--- src/rtl/wb_stage_pkg.sv ---
// Shared constants, bus layout and FSM encoding for the writeback stage.
package wb_stage_pkg;

  localparam int MEM2WB_WD = 166;
  localparam int WB2ID_WD  = 70;

  localparam logic [31:0] EBREAK_INST = 32'h0010_0073;
  localparam logic [4:0]  A0_ADDR     = 5'd10;

  typedef enum logic {
    WB_RUN  = 1'b0,
    WB_HALT = 1'b1
  } wb_state_e;

  typedef struct packed {
    logic        we;
    logic [4:0]  waddr;
    logic [63:0] wdata;
    logic [63:0] pc;
    logic [31:0] inst;
  } mem2wb_t;

endpackage

--- src/rtl/wb_perf_ctr.sv ---
// Cycle and retired-instruction counters for the writeback stage; both wrap modulo 2^64.
module wb_perf_ctr (
  input  logic        clk,
  input  logic        rst_n,
  input  logic        run,
  input  logic        fire,
  output logic [63:0] cycle_cnt,
  output logic [63:0] instret_cnt
);

  always_ff @(posedge clk) begin
    if (!rst_n) begin
      cycle_cnt   <= '0;
      instret_cnt <= '0;
    end else if (run) begin
      cycle_cnt <= cycle_cnt + 64'd1;
      if (fire) instret_cnt <= instret_cnt + 64'd1;
    end
  end

endmodule

--- src/rtl/wb_stage.sv ---
// Writeback stage: registers the MEM result, commits each instruction once, halts on ebreak.
// Define WB_PERF_EN to build in the cycle/instret counters.
module wb_stage
  import wb_stage_pkg::*;
(
  input  logic                 clk,
  input  logic                 rst_n,
  input  logic                 flush,
  input  logic [5:0]           stall,
  input  logic [MEM2WB_WD-1:0] mem2wb_bus,
  output logic                 rf_we,
  output logic [4:0]           rf_waddr,
  output logic [63:0]          rf_wdata,
  output logic [WB2ID_WD-1:0]  wb2id_fwd,
  output logic                 commit_valid,
  output logic [63:0]          commit_pc,
  output logic [31:0]          commit_inst,
  output logic                 halt,
  output logic [63:0]          halt_code,
  output logic [63:0]          cycle_cnt,
  output logic [63:0]          instret_cnt
);

  mem2wb_t   wb_r;
  logic      done_r;
  wb_state_e state, state_nxt;
  logic [63:0] a0_r;
  logic      clear, load, valid, fire;
  logic      unused_stall;

  assign unused_stall = ^stall[3:0];

  // A bubble is inserted when WB stalls but the stage downstream does not.
  assign clear = flush | (stall[4] & ~stall[5]);
  assign load  = ~stall[4];

  always_ff @(posedge clk) begin
    if (!rst_n)     wb_r <= '0;
    else if (clear) wb_r <= '0;
    else if (load)  wb_r <= mem2wb_t'(mem2wb_bus);
  end

  // done_r blocks a second commit while the same instruction is held by a stall.
  always_ff @(posedge clk) begin
    if (!rst_n)             done_r <= 1'b0;
    else if (clear || load) done_r <= 1'b0;
    else if (fire)          done_r <= 1'b1;
  end

  assign valid = (wb_r.inst != 32'h0);
  assign fire  = valid & ~done_r & (state == WB_RUN);

  always_ff @(posedge clk) begin
    if (!rst_n) state <= WB_RUN;
    else        state <= state_nxt;
  end

  always_comb begin
    state_nxt = state;
    halt      = 1'b0;
    case (state)
      WB_RUN:  if (fire && (wb_r.inst == EBREAK_INST)) state_nxt = WB_HALT;
      WB_HALT: halt = 1'b1;
      default: state_nxt = WB_RUN;
    endcase
  end

  assign rf_we        = fire & wb_r.we & (wb_r.waddr != 5'd0);
  assign rf_waddr     = wb_r.waddr;
  assign rf_wdata     = wb_r.wdata;
  assign wb2id_fwd    = {rf_we, rf_waddr, rf_wdata};
  assign commit_valid = fire;
  assign commit_pc    = wb_r.pc;
  assign commit_inst  = wb_r.inst;

  // ebreak never writes, so the value captured here is final once halted.
  always_ff @(posedge clk) begin
    if (!rst_n)                            a0_r <= '0;
    else if (rf_we && rf_waddr == A0_ADDR) a0_r <= rf_wdata;
  end

  assign halt_code = a0_r;

`ifdef WB_PERF_EN
  logic run;
  assign run = (state == WB_RUN);

  wb_perf_ctr u_perf (
    .clk         (clk),
    .rst_n       (rst_n),
    .run         (run),
    .fire        (fire),
    .cycle_cnt   (cycle_cnt),
    .instret_cnt (instret_cnt)
  );
`else
  assign cycle_cnt   = 64'h0;
  assign instret_cnt = 64'h0;
`endif

endmodule

--- config.mk ---
export PLATFORM = sky130hd
export DESIGN_NAME = wb_stage
export DESIGN_NICKNAME = d
export VERILOG_FILES = /design/src/rtl/wb_stage_pkg.sv /design/src/rtl/wb_perf_ctr.sv /design/src/rtl/wb_stage.sv
export SDC_FILE = /design/constraint.sdc
export NUM_CORES = 1
export LEC_CHECK = 0
export CAP_MARGIN = 20
export CORE_AREA = 2 2 233 235
export CTS_BUF_LIST = sky130_fd_sc_hd__clkbuf_2
export CTS_CLUSTER_SIZE = 14
export DETAILED_ROUTE_END_ITERATION = 8
export DIE_AREA = 0 0 235 237
export PLACE_DENSITY_LB_ADDON = 0.15
export SLEW_MARGIN = 20
export SYNTH_ARGS = -nofsm -noshare
export SYNTH_HDL_FRONTEND = slang
export SYNTH_SLANG_ARGS = --single-unit
export TNS_END_PERCENT = 30
--- constraint.sdc ---
create_clock -name clk -period 1.9 [get_ports clk]
set_input_delay 0.285 -clock clk [delete_from_list [all_inputs] [get_ports clk]]
set_output_delay 0.285 -clock clk [all_outputs]
set_load 0.01 [all_outputs]
==> qor.yml, run 1 <==
outcome: "finished, violations left"
violations: "setup timing"
overflow: 0
multi_input_area_um2: 4080
cts_buffers: 74
avgRoutedWirePerCell_um: 15.2
fin_area_um2: 18600
path_class: "reg2out"
cp-start-kind: "register"
avgViaCountPerCell: 3.69
rsz0062_at_grt: "yes"
synth_edf_count: 0
ys_seq_elements: 232
p_switching_mw: 3.23
io_pins: 605
period_share: 1.45
crit_required_ps: 1620
max-vdd-ir-drop_uv: 409
ys.flop_type: "dfxtp_1"
cts_sinks: 232
switching_share: 0.288
worst_slack_ps: -849
clk_pin_slew_ps: 90
wl_um: 38500
regArea_um2: 5040
core_um2: 53300
grt_start_max_net_pins: 84
antenna_found_initial: 2
pre_cts_slack_ps: -510
clock_path_buffers: 3
placed_cell_area_um2: 15100
avgSynthCellArea_um2: 9.37
fill_cells: 5563
final_max_slew_viol_count: 0
endpoint_kind: "primary output"
grt_pass1_vias: 9383
setup_viol: 61
p_per_area_nw_per_um2: 604
ant_nets: 0
grt_pass1_wl_um: 56600
io_buffers: 472
syn_inst: 1206
comb_power_share: 0.168
initial_core_util: 0.212
layout-drive-gt1-share: 0.423
fin_nets: 1951
rows: 85
finalClockSkew_ps: 67.7
final_core_util: 0.349
yosys_warnings: 0
die_x_um: 235
drc_errors: 0
synthArstFlopShare: 0
seq_power_share: 0.446
htreeDepth: 3
drtPass1Iterations: 4
clk_latency_ps: 940
ys_types: 24
power_leakage_nw: 8.44
num_vias: 9352
grt_usage: 0.133
intPower_mw: 7.98
dieArea_um2: 55700
cp_max_fo: 3
syn_area_um2: 11300
period_needed_ps: 2750
max_freq_ghz: 0.364
p_clk_frac: 0.386
power.total_mw: 11.2
cp.arrival_ps: 2460
die-height_um: 237
drtIter0Drc: 152
worstHoldPathType: "in2reg"
maxCapViolations: 0
cts_tree: "yes"
syn_to_final_growth_pct: 64.4
finalHoldViolCount: 0
dp_hpwl_um: 27100
root_buffer: "clkbuf_2"
gp_congestion: 0.710
yosysSeqAreaShare: 0.411
fin_tns_setup_ps: -8880
cells by family (layout without fill, tap and decap cells):
kind of cell | after synthesis | count (layout) | synth area share
DFF | 232 | 232 | 0.411
buffers and inverters | 423 | 925 | 0.272
AOI/OAI and AO/OA | 3 | 3 | 0.00210
other | 1 | 132 | 0.000332
and+or+nand+nor | 317 | 317 | 0.111
muxes | 230 | 230 | 0.204
path summary, 6_finish.rpt:
path                                 from                          to  slack [ps]  cells past startpoint
max reg2reg  commit_inst[29]$_SDFFE_PP0N_  halt_code[11]$_SDFFE_PN0P_        -190                     10
min                                 rst_n            state$_SDFF_PN0_         280                      3
min reg2reg    halt_code[13]$_SDFFE_PN0P_  halt_code[13]$_SDFFE_PN0P_         450                      2
max          commit_inst[29]$_SDFFE_PP0N_                       rf_we        -850                      7
metrics by stage:
step	std cells	hold slack, ps
2_1_floorplan	1333	429
3_3_place_gp	2152	441
3_5_place_dp	2152	447
4_1_cts	2514	71.9
5_1_grt	2535	77.3
6_report	2535	277
cell usage in the layout (no fill, tap or decap), drive strengths merged, types with 2 or more instances in the layout:
cell type      instances
buf                  398
dfxtp                232
mux2i                230
nor2                 169
dlygate4sd3          168
clkdlybuf4s50        168
clkbuf               162
nand2                128
conb                 128
clkinv                21
nor4                   9
diode                  4
nand4                  3
nand3                  3
bufinv                 3
dlymetal6s2s           2
repair_timing:
action / 4_1_cts / 5_1_grt
pin swaps: 2 / 0
resized for setup: 817 / 760
setup endpoints to repair: 368 / 355
endpoints found under the hold margin: 232 / 0
hold buffers: 168 / 0
buffers inserted: 64 / 17
Yosys cell counts (all sizes together) (3+ instances only):
cell type  number  area share
dfxtp         232        0.41
clkbuf         32       0.011
nand3           3      0.0013
nor4            9      0.0061
nor2          169       0.056
buf           390        0.26
nand4           3      0.0017
mux2i         230        0.20
nand2         128       0.043
worst max-delay path: stages, from the launching register on:
cell	delay [ps]
dfxtp_2	340
nor4_4	290
buf_4	150
nand4_1	160
o21ai_2	230
inv_2	80
o311a_1	140
buf_2	140
layout make-up:
cell class | instances | share of cell area
Inverter | 1 | 0.000202
Clock inverter | 25 | 0.00970
Multi-Input combinational cell | 678 | 0.220
Timing Repair Buffer | 789 | 0.422
Antenna cell | 4 | 0.000539
Sequential cell | 232 | 0.271
Clock buffer | 110 | 0.0296
Tap cell | 696 | 0.0469
layer usage:
layer  GRT usage  up-vias  wire length, µm
met5           0        -                0
met4      0.0409        0              644
met3      0.0546       56             3060
met2       0.225      376            18800
met1       0.152     4312            16000
li1            -     4608                -
power by group through the flow:
stage | logic, mW | clock network, mW | registers, mW
global route | 2.02 | 4.93 | 5.02
finish | 1.88 | 4.33 | 5.00
CTS | 1.91 | 4.66 | 5.01
floorplan | 0.994 | 0 | 5.13
detailed placement | 1.49 | 0 | 5.16
global placement | 1.49 | 0 | 5.16
state kept, by name, indices dropped and copies added (netlist names):
name         cells
wb_r             1
halt_code       64
state            1
commit_inst     32
commit_pc       64
rf_wdata        64
rf_waddr         5
done_r           1
No activity file was read; power rests on OpenSTA's default activity.
==> run 2, diff against run 1 <==
- HOLD_SLACK_MARGIN: unset -> 0.06
==> results of run 2 <==
No change in the layout: final DEF, timing and power equal those of run 1.
==> run 3, diff against run 2 <==
- SYNTH_HIERARCHICAL: unset -> 1
==> results of run 3 <==
No change in the layout: final DEF, timing and power equal those of run 1.
Among the figures that moved: Yosys warning count 0 -> 6
